**src/rtl/disp_scan_if.sv**
```systemverilog
// Bus between the CPU-side logic and the display scan controller: syscall
// capture inputs, display sources, and the scanned seven-segment outputs.
interface disp_scan_if;
  logic        syscall_valid;
  logic [31:0] syscall_code;
  logic [31:0] syscall_arg;
  logic [31:0] pc;
  logic [31:0] cycle_cnt;
  logic [1:0]  sel;
  logic        halt;
  logic [7:0]  an;
  logic [7:0]  seg;
  logic        state_dbg;

  // syscall_valid is a one-cycle pulse with no ready: the controller accepts
  // every pulse while running and drops all of them once halted.
  modport master (
    output syscall_valid, syscall_code, syscall_arg, pc, cycle_cnt, sel,
    input  halt, an, seg, state_dbg
  );
  modport slave (
    input  syscall_valid, syscall_code, syscall_arg, pc, cycle_cnt, sel,
    output halt, an, seg, state_dbg
  );
endinterface

```
**src/rtl/disp_scan_ctrl.sv**
```systemverilog
// Syscall print/exit capture plus a time-multiplexed 8-digit hex display
// that snapshots the selected source once per scan to avoid tearing.
module disp_scan_ctrl #(
  parameter int CLK_DIV    = 100000,
  parameter int NUM_DIGITS = 8
) (
  input  logic     clk,
  input  logic     rst,
  disp_scan_if.slave bus
);
  localparam int DIV_W = (CLK_DIV > 2) ? $clog2(CLK_DIV) : 1;
  localparam int IDX_W = $clog2(NUM_DIGITS);
  localparam logic [DIV_W-1:0] DIV_LAST = DIV_W'(CLK_DIV - 1);
  localparam logic [IDX_W-1:0] IDX_LAST = IDX_W'(NUM_DIGITS - 1);

  typedef enum logic {RUN = 1'b0, HALT = 1'b1} state_t;

  state_t           state;
  logic [31:0]      print_reg;
  logic [31:0]      print_cnt;
  logic [31:0]      snap;
  logic [DIV_W-1:0] div_cnt;
  logic [IDX_W-1:0] digit_idx;
  logic [31:0]      src_mux;
  logic             slot_end;

  function automatic logic [6:0] hex7(input logic [3:0] v);
    case (v)
      4'h0: hex7 = 7'h40;  4'h1: hex7 = 7'h79;
      4'h2: hex7 = 7'h24;  4'h3: hex7 = 7'h30;
      4'h4: hex7 = 7'h19;  4'h5: hex7 = 7'h12;
      4'h6: hex7 = 7'h02;  4'h7: hex7 = 7'h78;
      4'h8: hex7 = 7'h00;  4'h9: hex7 = 7'h10;
      4'hA: hex7 = 7'h08;  4'hB: hex7 = 7'h03;
      4'hC: hex7 = 7'h46;  4'hD: hex7 = 7'h21;
      4'hE: hex7 = 7'h06;  default: hex7 = 7'h0E;
    endcase
  endfunction

  always_comb begin
    src_mux = print_reg;
    case (bus.sel)
      2'b00:   src_mux = print_reg;
      2'b01:   src_mux = bus.pc;
      2'b10:   src_mux = bus.cycle_cnt;
      default: src_mux = print_cnt;
    endcase
  end

  assign slot_end      = (div_cnt == DIV_LAST);
  assign bus.state_dbg = state;

  always_ff @(posedge clk or negedge rst) begin
    if (!rst) begin
      state     <= RUN;
      bus.halt  <= 1'b0;
      print_reg <= '0;
      print_cnt <= '0;
      snap      <= '0;
      div_cnt   <= '0;
      digit_idx <= '0;
      bus.an    <= 8'hFF;
      bus.seg   <= 8'hFF;
    end else begin
      case (state)
        RUN: begin
          if (bus.syscall_valid) begin
            if (bus.syscall_code == 32'd10) begin
              state    <= HALT;
              bus.halt <= 1'b1;
            end else begin
              print_reg <= bus.syscall_arg;
              print_cnt <= print_cnt + 32'd1;
            end
          end
        end
        default: begin
          state    <= HALT;
          bus.halt <= 1'b1;
        end
      endcase

      // The snapshot is taken from pre-edge sources, so a print landing on the
      // wrap edge only reaches the display one scan later.
      if (slot_end) begin
        div_cnt <= '0;
        if (digit_idx == IDX_LAST) begin
          digit_idx <= '0;
          snap      <= src_mux;
        end else begin
          digit_idx <= digit_idx + 1'b1;
        end
      end else begin
        div_cnt <= div_cnt + 1'b1;
      end

      bus.an       <= ~(8'd1 << digit_idx);
      bus.seg[6:0] <= hex7(snap[4*digit_idx +: 4]);
      bus.seg[7]   <= ~(bus.halt && (digit_idx == '0));
    end
  end
endmodule

```
**src/flat_wrapper.sv**
```systemverilog
// flat-port wrapper written by rule: the top's interface ports become plain ports
module disp_scan_ctrl_flat 
#(
  parameter int CLK_DIV    = 100000,
  parameter int NUM_DIGITS = 8
)
  (clk, rst, bus_syscall_valid, bus_syscall_code, bus_syscall_arg, bus_pc, bus_cycle_cnt, bus_sel, bus_halt, bus_an, bus_seg, bus_state_dbg);
  disp_scan_if bus_i ();
  input  logic clk;
  input  logic rst;
  input wire logic [$bits(bus_i.syscall_valid)-1:0] bus_syscall_valid;
  input wire logic [$bits(bus_i.syscall_code)-1:0] bus_syscall_code;
  input wire logic [$bits(bus_i.syscall_arg)-1:0] bus_syscall_arg;
  input wire logic [$bits(bus_i.pc)-1:0] bus_pc;
  input wire logic [$bits(bus_i.cycle_cnt)-1:0] bus_cycle_cnt;
  input wire logic [$bits(bus_i.sel)-1:0] bus_sel;
  output wire logic [$bits(bus_i.halt)-1:0] bus_halt;
  output wire logic [$bits(bus_i.an)-1:0] bus_an;
  output wire logic [$bits(bus_i.seg)-1:0] bus_seg;
  output wire logic [$bits(bus_i.state_dbg)-1:0] bus_state_dbg;
  assign bus_i.syscall_valid = bus_syscall_valid;
  assign bus_i.syscall_code = bus_syscall_code;
  assign bus_i.syscall_arg = bus_syscall_arg;
  assign bus_i.pc = bus_pc;
  assign bus_i.cycle_cnt = bus_cycle_cnt;
  assign bus_i.sel = bus_sel;
  assign bus_halt = bus_i.halt;
  assign bus_an = bus_i.an;
  assign bus_seg = bus_i.seg;
  assign bus_state_dbg = bus_i.state_dbg;
  disp_scan_ctrl #(.CLK_DIV(CLK_DIV), .NUM_DIGITS(NUM_DIGITS)) u_core (.clk(clk), .rst(rst), .bus(bus_i));
endmodule
```
**config.mk**
```make
export PLATFORM = sky130hd
export DESIGN_NAME = disp_scan_ctrl_flat
export DESIGN_NICKNAME = d
export VERILOG_FILES = /design/src/rtl/disp_scan_if.sv /design/src/rtl/disp_scan_ctrl.sv /design/src/flat_wrapper.sv
export SDC_FILE = /design/constraint.sdc
export NUM_CORES = 1
export LEC_CHECK = 0
export CORE_MARGIN = 1.5
export CORE_UTILIZATION = 50
export CTS_CLUSTER_SIZE = 25
export DETAILED_ROUTE_END_ITERATION = 6
export GPL_TIMING_DRIVEN = 1
export PLACE_DENSITY = 0.79
export SYNTH_ARGS = -nofsm -noshare
export SYNTH_HDL_FRONTEND = slang
export SYNTH_SLANG_ARGS = --single-unit
```
**constraint.sdc**
```tcl
create_clock -name clk -period 3 [get_ports clk]
set_input_delay 0.9 -clock clk [delete_from_list [all_inputs] [get_ports clk]]
set_output_delay 0.9 -clock clk [all_outputs]
set_load 0.1 [all_outputs]
```
==> qor.yml, run 1 <==
status: "finished clean"
num_vias: 5124
path_max_fanout: 7
yosysTopAreaCell: "dfrtp_1"
drc: 0
postSynthCellCount: 561
io_pins: 151
wl_per_cell_um: 18.2
period_share_pct: 83.4
worstPathArrival_ns: 2.85
power_density_nw_per_um2: 540
cts.path.max_buffers: 2
path_clk_slew_ns: 0.06
final_cell_area_um2: 9100
grt-ovfl-total: 0
drive_gt1_share_pct: 21.9
pre_cts_ws_ns: 0.167
cts_tree: "built"
synth_cell_type_count: 43
placed_area_um2: 8510
row_count: 42
die_w_um: 120
hold_class: "primary input to asynchronous set/reset pin"
synth_warnings: 0
hpwl_um: 12400
io_buffers: 150
crit_path_end_kind: "flip-flop"
grt_pass1_vias: 5475
core_area_um2: 13300
fin_crit_ns: 2.50
cts_buffers: 17
finalSetupViolCount: 0
yosys.area.top_type_share_pct: 43.3
finalSetupTns_ns: 0
synth_area_um2: 6820
drv_slew: 0
crit_start: "u_core.digit_idx[0]"
cts_resized: 0
finalClockSkew_ns: 0.00707
peakVddDrop_uv: 419
syn_area_per_cell_um2: 12.2
max_freq_mhz: 400
ff2ff_setup_slack_ns: 0.50
first_pass_iters: 5
crit_path_end: "u_core.bus.seg[3]"
grt_pass1_wl_um: 27400
nets: 867
syn_to_final_growth_pct: 33.3
yosysSeqAreaShare_pct: 49.4
htree_levels: 4
r2r-end: "u_core.bus.seg[3]"
cts_sinks: 134
synth.net_count: 707
synth-seq-cells: 134
ant_nets: 0
path_class: "flip-flop to flip-flop"
clkLatencyLatePin_ns: 0.42
gp_congestion: 0.921
worst_slew_pin_slew_ns: 0.541
finalHoldViolCount: 0
drt_iter0_markers: 483
clock_tree.root_cell: "clkbuf_16"
fp.dieH_um: 120
slew_headroom_pct: 62.9
nFillCells: 961
cp-start-kind: "flip-flop"
maxCapViolCount: 0
viasPerCell: 5.62
antenna_found_initial: 0
p_leak_uw: 0.00411
finalNonFillerCells: 911
start_util_pct: 51.3
fin_ws_ns: 0.499
dieArea_um2: 14400
grtUsageTotal_pct: 25.0
multi_input_area_um2: 3260
reg2reg_from: "u_core.digit_idx[0]"
reg2regPathDepth: 9
synthTopCellsByArea: "dfrtp_1 43%, mux4_2 13%, nand2_1 6.8%"
post_cts_buffers: 0
rsz0062_at_grt: "no"
cp_data_required_time_ns: 3.35
postCtsHoldBufs: 0
grt_max_degree: 50
final_util_pct: 68.4
drt_wl_total_um: 16600
seqCellArea_um2: 3370
dp.cells: 878
cell families (layout without fill, tap and decap cells):
group / count (synthesis) / in the layout / synth area share (%)
other: 0 / 1 / 0
XOR/XNOR: 45 / 45 / 5.78
AO/OA/AOI/OAI: 19 / 19 / 1.85
AND/OR/NAND/NOR: 233 / 233 / 16.1
flip-flops: 134 / 134 / 49.4
multiplexers: 81 / 81 / 21.5
buffers and inverters: 36 / 209 / 2.92
adder cells (fa/ha/maj): 13 / 13 / 2.38
per-stage QoR:
stage                     power, uW  hold WS (ns)
after global routing           5100         0.479
after CTS                      4940         0.451
after global placement         2860         0.453
after floorplan                2510         0.436
after detailed placement       2890         0.463
final                          4920         0.443
worst max-delay path, stage by stage, from the launching register on:
cell      delay [ns]
dfrtp_1         0.45
buf_4           0.24
mux4_2          0.52
mux2i_1         0.46
inv_1           0.14
ha_1            0.25
inv_1           0.07
nor2_1          0.05
nand3b_1        0.15
o21a_1          0.11
synth_stat cells, drive strengths merged:
cell type,instances
dfstp,16
nand3b,1
nor2,23
a31o,1
a21boi,2
xor2,25
clkbuf,13
nor4b,3
nor3,8
nand2,125
ha,13
xnor2,20
o21a,1
nand4,18
mux4,40
mux2i,8
o21ai,7
nor4,13
nand3,18
and4,7
o2bb2ai,1
and2,2
a22o,3
mux2,33
a22oi,1
or3,4
inv,11
nand2b,1
o31ai,1
and3,4
buf,12
dfrtp,118
a21oi,2
or4b,1
or2,3
nor2b,2
cell usage in the layout (no fill, tap or decap), types with 5 or more instances in the layout:
cell / n
clkdlybuf4s50_1: 130
nand2_1: 124
dfrtp_1: 118
mux4_2: 40
buf_4: 32
mux2_4: 30
xor2_1: 25
nor2_1: 23
xnor2_1: 20
nand4_1: 18
nand3_1: 18
clkbuf_16: 17
dfstp_2: 16
nor4_1: 13
ha_1: 13
inv_1: 11
mux2i_1: 8
nor3_1: 8
and4_1: 7
o21ai_0: 5
how the worst min path moves through the flow:
stage,end,start,slack (ns)
global placement,u_core.print_reg[31],u_core.print_reg[31],0.45
CTS,u_core.digit_idx[2],rst,0.45
global route,u_core.snap[11],rst,0.48
detailed placement,u_core.print_cnt[31],u_core.print_cnt[31],0.46
finish,u_core.snap[6],rst,0.44
floorplan,u_core.bus.an[5],u_core.digit_idx[2],0.44
final cells by class:
cell class / instances / share of cell area (%)
clock inverters: 8 / 1.06
flip-flops and latches: 134 / 37.1
well taps: 176 / 2.42
inverters: 11 / 0.454
repair buffers: 166 / 17.7
diodes: 1 / 0.0275
multi-input cells: 391 / 35.9
clock buffers: 24 / 5.41
report_power, final:
part | internal [uW] | leakage [uW] | switching (uW)
sequential | 1950 | 0.00167 | 121
combinational | 411 | 0.00216 | 380
clock | 1310 | 0.000290 | 745
routing by layer:
| layer | global-route usage [%] | vias to the layer above | share of wire [%] |
|---|---|---|---|
| met3 | 6.08 | 19 | 6.6 |
| met1 | 31.7 | 2549 | 40 |
| met2 | 43.2 | 245 | 52 |
| li1 | - | 2311 | - |
| met4 | 6.55 | 0 | 1.3 |
| met5 | 0 | - | 0 |
No activity file was read; power rests on OpenSTA's default activity.
==> inputs of run 2 (changes only) <==
--- a/config.mk
+++ b/config.mk
@@ -6,11 +6,11 @@
 export NUM_CORES = 1
 export LEC_CHECK = 0
 export CORE_MARGIN = 1.5
-export CORE_UTILIZATION = 50
+export CORE_UTILIZATION = 46
 export CTS_CLUSTER_SIZE = 25
 export DETAILED_ROUTE_END_ITERATION = 6
 export GPL_TIMING_DRIVEN = 1
-export PLACE_DENSITY = 0.79
+export PLACE_DENSITY = 0.77
 export SYNTH_ARGS = -nofsm -noshare
 export SYNTH_HDL_FRONTEND = slang
 export SYNTH_SLANG_ARGS = --single-unit
==> constraint.sdc (replaced) <==
create_clock -name clk -period 2.1 [get_ports clk]
set_input_delay 0.63 -clock clk [delete_from_list [all_inputs] [get_ports clk]]
set_output_delay 0.63 -clock clk [all_outputs]
set_load 0.1 [all_outputs]
==> qor.yml, run 2 (same netlist as run 1, synthesis figures left out) <==
worstPathArrival_ns: 2.45  # -0.40 ns
period_share_pct: 102  # +19 points
grtUsageTotal_pct: 24.2  # -0.77 points
cts_buffers: 17  # unchanged
r2r-end: "u_core.snap[27]"
finalHoldViolCount: 0  # unchanged
maxCapViolCount: 0  # unchanged
worst_slew_pin_slew_ns: 0.545  # +0.00323 ns
dieArea_um2: 15600  # +8.5%
grt-ovfl-total: 0  # unchanged
reg2reg_from: "u_core.div_cnt[14]"
worstSetupPathDepth: 5  # -4
drt_wl_total_um: 19200  # +16%
finalSetupViolCount: 32  # +32
dp.cells: 908  # +3.4%
rsz0062_at_grt: "yes"
clkLatencyLatePin_ns: 0.42  # about the same
ff2ff_setup_slack_ns: -0.05  # -0.55 ns
hold_class: "primary input to asynchronous set/reset pin"
status: "finished with violations"
hpwl_um: 12900  # +4.0%
cp_data_required_time_ns: 2.40  # -0.95 ns
gp_congestion: 0.889  # -3.5%
io_pins: 151  # unchanged
path_max_fanout: 16  # +9
antenna_found_initial: 0  # unchanged
fp.dieH_um: 125  # +4.1%
diodes: 0  # -1
p_leak_uw: 0.00457  # +11%
ant_nets: 0  # unchanged
num_vias: 5428  # +5.9%
violations: "negative setup slack"
cts_sinks: 134  # unchanged
nFillCells: 977  # +1.7%
start_util_pct: 47.1  # -4.2 points
grt_pass1_wl_um: 29200  # +6.4%
first_pass_iters: 5  # unchanged
crit_path_top_delay_cell: "or4b_4"
final_cell_mix: "124 x nand2_1, 119 x clkdlybuf4s50_1, 116 x dfrtp_1, 40 x mux4_2, 34 x buf_4"
syn_to_final_growth_pct: 46.5
fin_crit_ns: 2.15  # -0.352 ns
crit_path_end_kind: "flip-flop"
clock_tree.root_cell: "clkbuf_16"
final_common_cell: "nand2_1"
die_w_um: 125  # +4.1%
cts_tree: "built"
peakVddDrop_uv: 662  # +58%
finalClockSkew_ns: 0.00870  # +0.00163 ns
hold_ws_ns: 0.103  # -0.340 ns
path_clk_slew_ns: 0.05  # about the same
drc: 0  # unchanged
row_count: 44  # +4.8%
crit_path_max_incr_delay_ns: 0.55  # +0.03 ns
reg2regPathDepth: 5  # -4
core_area_um2: 14500  # +8.9%
fin_ws_ns: -0.0492  # -0.548 ns
crit_chain: "or4b_4 -> nor4b_4 -> and4_4 -> nand2_8 -> mux2_4"
drv_slew: 0  # unchanged
cp-start-kind: "flip-flop"
path_delay_family: "simple AND/OR/NAND/NOR gates"
finalNonFillerCells: 954  # +4.7%
nets: 903  # +4.2%
path_buf_inv: 0  # -3
path_class: "flip-flop to flip-flop"
cts.path.max_buffers: 2  # unchanged
drive_gt1_share_pct: 29.1  # +7.2 points
viasPerCell: 5.69  # +1.2%
htree_levels: 4  # unchanged
slew_headroom_pct: 63.4  # +0.48 points
wl_per_cell_um: 20.1  # +11%
power_density_nw_per_um2: 737  # +36%
io_buffers: 150  # unchanged
grt_max_degree: 56  # +12%
drt_iter0_markers: 456  # -5.6%
grt_pass1_vias: 5556  # +1.5%
max_freq_mhz: 465  # +16%
[run 2: changes by cell type in the layout (fill, tap and decap cells not counted), moves of 3 or more]
| cell | before | now |
|---|---|---|
| dlymetal6s2s_1 | 0 | 11 |
| ha_1 | 13 | 10 |
| clkbuf_16 | 17 | 21 |
| clkdlybuf4s50_1 | 130 | 119 |
| buf_12 | 3 | 27 |
| nor4_2 | 0 | 7 |
| nor4_1 | 13 | 5 |
| nor4b_1 | 3 | 0 |
[run 2: worst max-delay path by stage]
stage | startpoint | end | slack (ns)
6_report | u_core.div_cnt[14] | u_core.snap[27] | -0.05
5_1_grt | u_core.div_cnt[14] | u_core.snap[21] | -0.11
4_1_cts | u_core.div_cnt[14] | u_core.snap[12] | -0.05
3_5_place_dp | bus_syscall_code[5] | u_core.print_cnt[21] | -0.40
3_3_place_gp | bus_syscall_code[5] | u_core.print_cnt[21] | -0.30
2_1_floorplan | bus_syscall_code[5] | u_core.print_cnt[1] | 0.002
[run 2: timing repair]
item                       4_1_cts  5_1_grt
hold buffers                     0        0
hold endpoints to repair         0        0
gates resized for setup          5       45
setup endpoints to repair       34       98
pin swaps                        2       12
buffers inserted                 2        5
gates cloned                     2        5
[run 2: area by class of cell]
cell class	instances	area, um2	share of cell area (%)
clock buffer	24	492	4.92
clock inverter	8	120	1.20
inverter	11	41.3	0.413
multi-input combinational	393	3460	34.7
sequential	134	3380	33.8
tap	184	230	2.30
timing repair buffer	200	2270	22.7
[run 2: per-stage QoR]
| stage | total power [uW] | cell area [um2] | worst slack (ns) | setup TNS [ns] | util [%] |
|---|---|---|---|---|---|
| final | 7370 | 10000 | -0.0492 | -1.03 | 69.0 |
| after global placement | 4180 | 8990 | -0.301 | -20.62 | 62.1 |
| after detailed placement | 4220 | 8990 | -0.400 | -25.60 | 62.1 |
| after CTS | 7270 | 9660 | -0.0508 | -1.08 | 66.7 |
| after floorplan | 3590 | 6840 | 0.00195 | 0 | - |
| after global routing | 7620 | 10000 | -0.105 | -3.68 | 69.0 |
[run 2: power breakdown]
part | switching [uW] | total [uW] | internal, uW | leakage [uW]
sequential | 204 | 2990 | 2790 | 0.00166
combinational | 589 | 1290 | 704 | 0.00261
clock | 1090 | 3080 | 1990 | 0.000296
total | 1880 | 7360 | 5480 | 0.00457
[run 2: layer usage]
layer	global-route usage, %	share of wire [%]
met1	29.3	37
met2	43.3	54
met3	4.73	5.6
met4	8.32	2.7
met5	0	0
